<file path="src/rtl/ps2_pkg.sv">
// Shared types for the PS/2 keyboard receive path: frame states, prefix codes, key event.
package ps2_pkg;

  typedef enum logic [1:0] {
    ST_IDLE   = 2'd0,
    ST_DATA   = 2'd1,
    ST_PARITY = 2'd2,
    ST_STOP   = 2'd3
  } frame_state_e;

  localparam logic [7:0] PS2_EXT_CODE   = 8'hE0;
  localparam logic [7:0] PS2_BREAK_CODE = 8'hF0;

  typedef struct packed {
    logic [7:0] code;
    logic       is_release;
    logic       is_extended;
  } key_event_t;

  // PS/2 uses odd parity over the data byte plus the parity bit.
  function automatic logic odd_parity_ok(input logic [7:0] data_byte, input logic parity_bit);
    return ^{data_byte, parity_bit};
  endfunction

endpackage

</file>
<file path="src/rtl/ps2_event_fifo.sv">
// Power-of-two event FIFO: push/full on the write side, valid/ready on the read side.
module ps2_event_fifo
  import ps2_pkg::*;
#(
  parameter int DEPTH = 4
) (
  input  logic       CLK,
  input  logic       Resetn,
  input  logic       push_i,
  input  key_event_t push_data_i,
  output logic       full_o,
  output logic       pop_valid_o,
  input  logic       pop_ready_i,
  output key_event_t pop_data_o
);

  localparam int AW = $clog2(DEPTH);

  logic [AW-1:0] wptr_q, wptr_d, rptr_q, rptr_d;
  logic [AW:0]   count_q, count_d;
  key_event_t    mem_q [DEPTH];
  key_event_t    mem_d [DEPTH];
  logic          pop, wr;

  assign full_o      = (count_q == (AW+1)'(DEPTH));
  assign pop_valid_o = (count_q != '0);
  assign pop_data_o  = mem_q[rptr_q];

  // A pop in the same cycle frees a slot, so a push against a full FIFO still lands.
  assign pop = pop_valid_o & pop_ready_i;
  assign wr  = push_i & (~full_o | pop);

  always_comb begin
    mem_d   = mem_q;
    wptr_d  = wptr_q;
    rptr_d  = rptr_q;
    count_d = count_q;
    if (wr) begin
      mem_d[wptr_q] = push_data_i;
      wptr_d        = wptr_q + AW'(1);
    end
    if (pop) rptr_d = rptr_q + AW'(1);
    if (wr && !pop) count_d = count_q + (AW+1)'(1);
    else if (pop && !wr) count_d = count_q - (AW+1)'(1);
  end

  always_ff @(posedge CLK or negedge Resetn) begin
    if (!Resetn) begin
      wptr_q  <= '0;
      rptr_q  <= '0;
      count_q <= '0;
      for (int i = 0; i < DEPTH; i++) mem_q[i] <= '0;
    end else begin
      wptr_q  <= wptr_d;
      rptr_q  <= rptr_d;
      count_q <= count_d;
      mem_q   <= mem_d;
    end
  end

endmodule

</file>
<file path="src/rtl/ps2_keyboard_ctrl.sv">
// PS/2 keyboard receiver: sync, 11-bit framing, parity/stop/timeout checks, E0/F0 folding.
// Define PS2_EVENT_FIFO_EN to buffer events in a FIFO; otherwise a single holding register.
module ps2_keyboard_ctrl
  import ps2_pkg::*;
#(
  parameter int TIMEOUT_CYCLES = 5000,
  parameter int FIFO_DEPTH     = 4
) (
  input  logic       CLK,
  input  logic       Resetn,
  input  logic       ps2_clk,
  input  logic       ps2_data,
  output logic       ev_valid,
  input  logic       ev_ready,
  output logic [7:0] ev_code,
  output logic       ev_release,
  output logic       ev_extended,
  output logic       frame_err,
  output logic       overflow,
  output logic       busy
);

  localparam int TW = $clog2(TIMEOUT_CYCLES + 1);

  if (FIFO_DEPTH < 2 || (FIFO_DEPTH & (FIFO_DEPTH - 1)) != 0) begin : g_bad_depth
    $error("FIFO_DEPTH must be a power of two and at least 2");
  end

  logic clk_meta_q, clk_sync_q, clk_prev_q, data_meta_q, data_sync_q;
  logic fall;

  always_ff @(posedge CLK or negedge Resetn) begin
    if (!Resetn) begin
      clk_meta_q  <= 1'b1;
      clk_sync_q  <= 1'b1;
      clk_prev_q  <= 1'b1;
      data_meta_q <= 1'b1;
      data_sync_q <= 1'b1;
    end else begin
      clk_meta_q  <= ps2_clk;
      clk_sync_q  <= clk_meta_q;
      clk_prev_q  <= clk_sync_q;
      data_meta_q <= ps2_data;
      data_sync_q <= data_meta_q;
    end
  end

  assign fall = clk_prev_q & ~clk_sync_q;

  frame_state_e    state_q, state_d;
  logic [2:0]      cnt_q, cnt_d;
  logic [7:0]      shift_q, shift_d;
  logic            parity_q, parity_d;
  logic [TW-1:0]   tmo_q, tmo_d;
  logic            ext_q, ext_d, rel_q, rel_d;
  logic            frame_err_q, overflow_q;
  logic            byte_done, frame_bad, timeout, err_now;
  logic            push, pop, drop;
  key_event_t      push_ev, out_ev;

  always_comb begin
    state_d   = state_q;
    cnt_d     = cnt_q;
    shift_d   = shift_q;
    parity_d  = parity_q;
    byte_done = 1'b0;
    frame_bad = 1'b0;
    timeout   = 1'b0;
    tmo_d     = (state_q == ST_IDLE || fall) ? '0 : tmo_q + TW'(1);
    if (state_q != ST_IDLE && !fall && tmo_q == TW'(TIMEOUT_CYCLES)) begin
      timeout = 1'b1;
      state_d = ST_IDLE;
      tmo_d   = '0;
    end else if (fall) begin
      unique case (state_q)
        ST_IDLE: if (!data_sync_q) begin
          state_d = ST_DATA;
          cnt_d   = 3'd0;
        end
        ST_DATA: begin
          shift_d = {data_sync_q, shift_q[7:1]};
          cnt_d   = cnt_q + 3'd1;
          if (cnt_q == 3'd7) state_d = ST_PARITY;
        end
        ST_PARITY: begin
          parity_d = data_sync_q;
          state_d  = ST_STOP;
        end
        ST_STOP: begin
          if (data_sync_q && odd_parity_ok(shift_q, parity_q)) byte_done = 1'b1;
          else frame_bad = 1'b1;
          state_d = ST_IDLE;
        end
        default: state_d = ST_IDLE;
      endcase
    end
  end

  assign err_now = frame_bad | timeout;

  // Prefix bytes only set flags; the next ordinary code carries them out and clears them.
  always_comb begin
    ext_d   = ext_q;
    rel_d   = rel_q;
    push    = 1'b0;
    push_ev = '{code: shift_q, is_release: rel_q, is_extended: ext_q};
    if (err_now) begin
      ext_d = 1'b0;
      rel_d = 1'b0;
    end else if (byte_done) begin
      if (shift_q == PS2_EXT_CODE) ext_d = 1'b1;
      else if (shift_q == PS2_BREAK_CODE) rel_d = 1'b1;
      else begin
        push  = 1'b1;
        ext_d = 1'b0;
        rel_d = 1'b0;
      end
    end
  end

  assign pop = ev_valid & ev_ready;

`ifdef PS2_EVENT_FIFO_EN
  logic fifo_full;

  ps2_event_fifo #(.DEPTH(FIFO_DEPTH)) u_fifo (
    .CLK         (CLK),
    .Resetn      (Resetn),
    .push_i      (push),
    .push_data_i (push_ev),
    .full_o      (fifo_full),
    .pop_valid_o (ev_valid),
    .pop_ready_i (ev_ready),
    .pop_data_o  (out_ev)
  );

  assign drop = push & fifo_full & ~pop;
`else
  logic       hold_valid_q, hold_valid_d;
  key_event_t hold_q, hold_d;

  always_comb begin
    hold_valid_d = hold_valid_q;
    hold_d       = hold_q;
    if (pop) hold_valid_d = 1'b0;
    if (push && (!hold_valid_q || pop)) begin
      hold_valid_d = 1'b1;
      hold_d       = push_ev;
    end
  end

  always_ff @(posedge CLK or negedge Resetn) begin
    if (!Resetn) begin
      hold_valid_q <= 1'b0;
      hold_q       <= '0;
    end else begin
      hold_valid_q <= hold_valid_d;
      hold_q       <= hold_d;
    end
  end

  assign ev_valid = hold_valid_q;
  assign out_ev   = hold_q;
  assign drop     = push & hold_valid_q & ~pop;
`endif

  always_ff @(posedge CLK or negedge Resetn) begin
    if (!Resetn) begin
      state_q     <= ST_IDLE;
      cnt_q       <= '0;
      shift_q     <= '0;
      parity_q    <= 1'b0;
      tmo_q       <= '0;
      ext_q       <= 1'b0;
      rel_q       <= 1'b0;
      frame_err_q <= 1'b0;
      overflow_q  <= 1'b0;
    end else begin
      state_q     <= state_d;
      cnt_q       <= cnt_d;
      shift_q     <= shift_d;
      parity_q    <= parity_d;
      tmo_q       <= tmo_d;
      ext_q       <= ext_d;
      rel_q       <= rel_d;
      frame_err_q <= err_now;
      overflow_q  <= drop;
    end
  end

  assign ev_code     = out_ev.code;
  assign ev_release  = out_ev.is_release;
  assign ev_extended = out_ev.is_extended;
  assign frame_err   = frame_err_q;
  assign overflow    = overflow_q;
  assign busy        = (state_q != ST_IDLE);

endmodule
</file>
<file path="config.mk">
export PLATFORM = sky130hd
export DESIGN_NAME = ps2_keyboard_ctrl
export DESIGN_NICKNAME = d
export VERILOG_FILES = /design/src/rtl/ps2_pkg.sv /design/src/rtl/ps2_event_fifo.sv /design/src/rtl/ps2_keyboard_ctrl.sv
export SDC_FILE = /design/constraint.sdc
export NUM_CORES = 1
export LEC_CHECK = 0
export BUFFER_PORTS_ARGS = -buffer_cell sky130_fd_sc_hd__buf_4
export CAP_MARGIN = 30
export CORE_UTILIZATION = 52
export CTS_CLUSTER_SIZE = 12
export DETAILED_ROUTE_END_ITERATION = 10
export PLACE_DENSITY = 0.74
export SLEW_MARGIN = 20
export SYNTH_ARGS = -nofsm -noshare
export SYNTH_HDL_FRONTEND = slang
export SYNTH_SLANG_ARGS = --single-unit
</file>
<file path="constraint.sdc">
create_clock -name CLK -period 1.72 [get_ports CLK]
set_input_delay 0.172 -clock CLK [delete_from_list [all_inputs] [get_ports CLK]]
set_output_delay 0.172 -clock CLK [all_outputs]
set_load 0.01 [all_outputs]
</file>
-- After elaboration in Yosys (flattened, before gate mapping)
Index checks and enable logic that the tools add are counted.
- equal/unequal tests: 12
- multipliers: 0
- reductions and logical operators: 21
- $lt $le $gt $ge: 0
- divide/modulo/power cells: 0
- add/subtract/negate cells: 2
- bitwise gates (word level): 8
- mux-type cells: 32
- shift-type cells: 0
- operators by type and width (operator ; number):
    2-to-1 mux 13 bit ; 2
    2-to-1 mux 1 bit ; 23
    == test 8 bit (second input constant) ; 2
    adder 13 x 1 -> 13 bit (second input constant) ; 1
    == test 13 bit (second input constant) ; 1
    nonzero test 2 bit ; 5
    AND reduction 3 bit ; 3
    XOR reduction 9 bit ; 1
    2-to-1 mux 2 bit ; 4
    one-hot mux 2 bit (4 select lines) ; 1
    != test 3 bit (second input constant) ; 2
    one-hot mux 3 bit (2 select lines) ; 1
    bitwise AND 1 bit ; 4
    == test 2 bit (second input constant) ; 2
    logical AND 1 bit ; 4
    != test 2 bit (second input constant) ; 2
    AND reduction 2 bit ; 2
    AND reduction 4 bit ; 1
    adder 3 x 1 -> 3 bit (second input constant) ; 1
    == test 3 bit (second input constant) ; 1
    2-to-1 mux 3 bit ; 1
    != test 3 x 2 -> 1 bit (second input constant) ; 1
    NOT 1 bit ; 3
    == test 2 x 1 -> 1 bit (second input constant) ; 1
    other kinds (4) ; 6
- output and inout bits: 14
- memories kept: 0
- register bits: 47
- ROM bits: 0
- latch bits: 0
- memory bits (writable): 0
- bits of input ports: 5

-- Logic depth before layout (Yosys ltp)
- word-level depth: 10
- gate-level depth with buffers: 8
- depth with buffers taken out: 7

-- Worst setup path before layout
Ideal clock, no wire load.
- path kind: register -> register
- from: register shift_q[2]
- to: register hold_q (netlist bit ev_code[0])
- setup slack: -136 ps
- required time: 1595 ps
- data arrival time: 1732 ps
- path buffers: 0
- cell stages (with the launch flop): 6
- setup time: 125 ps
- cells stage by stage: dfrtp_1 > xnor2_1 > xnor3_1 > xnor2_2 > nand4_4 > mux2_2
- longest elaborated chain between the ends: 9
- elaborated cells on any way between the ends: 18
- RTL lines (element ; line ; text):
    start, declared ; ps2_keyboard_ctrl.sv:52 ; logic [7:0] shift_q, shift_d;
    start signal, assigned ; ps2_keyboard_ctrl.sv:181 ; shift_q <= shift_d;
    XOR reduction 9 bit ; ps2_pkg.sv:22 ; return ^{data_byte, parity_bit};
    logical AND 1 bit ; ps2_keyboard_ctrl.sv:90 ; if (data_sync_q && odd_parity_ok(shift_q, parity_q)) byte_done = 1'b1;
    2-to-1 mux 1 bit ; ps2_keyboard_ctrl.sv:90 ;
    2-to-1 mux 1 bit ; ps2_keyboard_ctrl.sv:75 ; unique case (state_q)
    2-to-1 mux 1 bit ; ps2_keyboard_ctrl.sv:74 ; end else if (fall) begin
    2-to-1 mux 1 bit ; ps2_keyboard_ctrl.sv:70 ; if (state_q != ST_IDLE && !fall && tmo_q == TW'(TIMEOUT_CYCLES)) begin
    2-to-1 mux 1 bit / OR 1 bit (equally long branches) ; ps2_keyboard_ctrl.sv:110, ps2_keyboard_ctrl.sv:99 ;
    2-to-1 mux 1 bit * ; ps2_keyboard_ctrl.sv:107 ; if (err_now) begin
    logical AND 1 bit * ; ps2_keyboard_ctrl.sv:146 ; if (push && (!hold_valid_q || pop)) begin
    end signal, assigned ; ps2_keyboard_ctrl.sv:158 ; hold_q <= hold_d;
    end, declared ; ps2_keyboard_ctrl.sv:140 ; key_event_t hold_q, hold_d;
Every way passes the cells marked *; elsewhere a longest branch is shown, timed or not.
A chain may end at the register's enable or synchronous reset.

-- Worst setup path in the final report
- from: register shift_q[5]
- to: register hold_q (netlist bit ev_code[1])
The elaborated chain is that of the path after synthesis.

==> impl_results.md <==
* Status: finished with violations
* Violated checks: negative setup slack
* Buf+Inv Stages, Crit Path at 0
* First-pass DRT Iterations at 4
* Async SR Flop Fraction at 100%
* Root Buffer: clkbuf_8
* Core area at 0.00380 sq mm
* PnR worst setup slack at -0.223 ns
* CTS Buffer Depth at 2
* Share of cells above drive strength 1 at between 30 and 40%
* RSZ-0062 raised after global routing: yes
* RePlAce Congestion at 0.805
* Post-synth cell types at 33
* Die W at 66.0 microns
* Worst hold slack at 0.357 ns
* Top_reg_cell synth: dfrtp_1
* Worst Reg-to-Reg Cells at 5
* Critical path type: register to register
* Cells after Synth at 182
* Fin nets at 236
* Vias/cell at between 5 and 6
* Commonest non-fill, non-tap cell in the layout: dfrtp_1
* Initial Utilization at 56.1%
* Synth Warn # at 0
* Hold Crit Class: register to register
* H-tree depth at 2
* Startpoint types: register
* CTS Buf Count at 5
* Sw Pwr at 1.70 mW
* CP required at 1.90 ns
* # IOs at 19
* Initial antenna violation count at 0
* Routing usage on met1 at 28.1%
* Largest net degree at the start of global routing at 48
* CP Capture Type: register
* Top fanout value on the critical path at 5
* Switching part of the total at approximately 38%
* Final Hold Fails at 0
* Avg Inst Size Synth at around 12 sq um
* Fmax at 515 MHz
* First-pass GRT wire length at 7.16 mm
* Clock power frac at between 10% and 20%
* Area grow syn2layout at 26.3%
* Slowest cell on crit path: xnor3_2
* Fin crit share at 113%
* Post-DRT Antenna Nets at 0
* Most frequent cells in the layout: dfrtp_1 (42), buf_4 (33), nor2_1 (17), mux2_2 (17), nand2_1 (15)
* Die Ht at 66.0 microns
* Worst slew pin tran at 0.578 ns
* Via count at 1531
* Critical path depth at 5
* Drt wl/cell at 16.7 microns
* CTS tree: built
* Reg-to-Reg End: ev_code[1]
* Reg clk slew, reported paths at approximately 0.090 ns
* Critical Path End: ev_code[1]
* Vias in the first global route at 1506
* CP top delay family: XOR/XNOR gates
* Setup slack, reg-to-reg at -0.22 ns
* Flops & latches, synth at 47
* Leakage at 1.28 nW
* Final setup viols at 15
* Number of synthesized flops with an enable pin at 0
* Fin crit period at 1.94 ns
* Share of power burned in registers at approximately a third
* Combinational power share at 49.2%
* Total GRT Usage at 22.8%
* DP HPWL at 2.91 mm
* Worst r2r src: shift_q[5]
* CTS Sinks at 47
* GRT Residual Overflow at 0
* Site Rows at 22
* Drt initial violations at 68
* Cell internal pwr at 2.79 mW
* Fin. max-slew vios at 0
* CP Data Arrival Time at 2.13 ns
* Ant. Diodes at 0
* Skew final at 0.0113 ns
* GR Util met2 at 38.9%
* Launch point of the critical path: shift_q[5]
* DRC at 0
* Final setup TNS at -2.87 ns
* Fillcell total at 258
* Largest stage delay, worst path at approximately 0.49 ns
* Total Wirelength at around 4.6 mm
* Sequential fraction of the synthesis area at 55.5%
* GR Layer Usage met3 at 6.03%
* Slew HR at 61.5%
* Die ar. at between 0.004 and 0.005 sq mm
* I/O Buffers at 18
* Syn Nets at just under 200
* MaxCap Viol Count at 0
* GR peak layer: met2
* VDD IR max at around 1100 uV
* Critical-path cell list: xnor2_1 > xnor3_2 > xnor2_4 > nand4_4 > mux2_2
* Netlist Area Pre-Place at 0.00213 sq mm
* Cell area power density at roughly 1700 mW/mm^2
* Worst-Skew Late Latency at 0.30 ns
-- worst reg2reg max path: stages (launching register included) --
cell and delay, ns:
dfrtp_1 0.40, xnor2_1 0.18, xnor3_2 0.49, xnor2_4 0.25
nand4_4 0.18, mux2_2 0.33
-- cell families after synthesis --
| family | synth area share (%) |
|---|---|
| adder cells (fa/ha/maj) | 4.70 |
| AND/OR/NAND/NOR | 15.0 |
| flip-flops | 55.5 |
| AO/OA/AOI/OAI | 5.58 |
| buffers and inverters | 1.76 |
| multiplexers | 8.99 |
| XOR/XNOR | 8.40 |
-- metal layers --
metal  up-vias  wire length (microns)
met3         8                    140
li1        713                      -
met4         0                     74
met1       772                   2030
met2        38                   2310
met5         -                      0
-- area by class of cell --
cell class | instances | area (sq um) | area share, %
flip-flops and latches | 47 | 1180 | 44.0
multi-input cells | 126 | 1040 | 38.7
repair buffers | 36 | 278 | 10.3
clock buffers | 7 | 96.3 | 3.58
well taps | 48 | 60.1 | 2.23
inverters | 7 | 26.3 | 0.977
clock inverters | 1 | 7.51 | 0.279
-- worst min-delay path by stage --
stage | startpoint | end | slack [ns] | cells past startpoint
finish | clk_meta_q | clk_sync_q | 0.36 | 0
global route | clk_meta_q | clk_sync_q | 0.36 | 0
CTS | ev_ready | overflow | 0.29 | 3
detailed placement | Resetn | tmo_q[10] | 0.21 | 1
global placement | Resetn | tmo_q[10] | 0.20 | 1
floorplan | Resetn | cnt_q[0] | -0.12 | 0
-- through the flow --
stage | utilization, % | total power, mW | std cells | setup WS (ns) | area [sq um]
floorplan | - | 2.59 | 182 | -0.0891 | 2130
global placement | 63.7 | 3.12 | 259 | -0.104 | 2420
detailed placement | 63.7 | 3.23 | 259 | -0.222 | 2420
CTS | 68.6 | 4.12 | 270 | -0.209 | 2610
global route | 70.8 | 4.75 | 272 | -0.274 | 2690
finish | 70.8 | 4.48 | 272 | -0.223 | 2690
-- power groups by stage --
stage,registers [mW],clock network [mW],logic [mW]
3_5_place_dp,1.56,0,1.67
3_3_place_gp,1.54,0,1.58
6_report,1.55,0.728,2.21
4_1_cts,1.54,0.735,1.84
2_1_floorplan,1.58,0,1.00
5_1_grt,1.58,0.794,2.38
-- repair_timing --
item | in CTS | in global routing
buffers inserted | 0 | 1
pin swaps | 4 | 4
hold buffers | 3 | 0
endpoints found under the hold margin | 44 | 0
setup endpoints to repair | 17 | 36
gates cloned | 0 | 1
gates resized for setup | 11 | 15
-- cells in the mapped netlist (all sizes together) (3+ instances only) --
master	number	area [sq um]
nor2	18	67.6
nand2	18	67.6
xnor2	10	95.1
dfstp	5	131
ha	8	100
mux2	17	191
nor3	5	25.0
inv	7	26.3
xor2	7	61.3
nand3	5	25.0
and3	4	25.0
clkbuf	3	11.3
dfrtp	42	1050
nand4	4	40.0
o21ai	9	45.0
-- state kept, by name (all words and copies together), names as in the netlist, 2 cells and up --
signal,count
cnt_q,3
ev_code,8
shift_q,8
state_q,2
tmo_q,13
(Power assumes the default switching activity.)
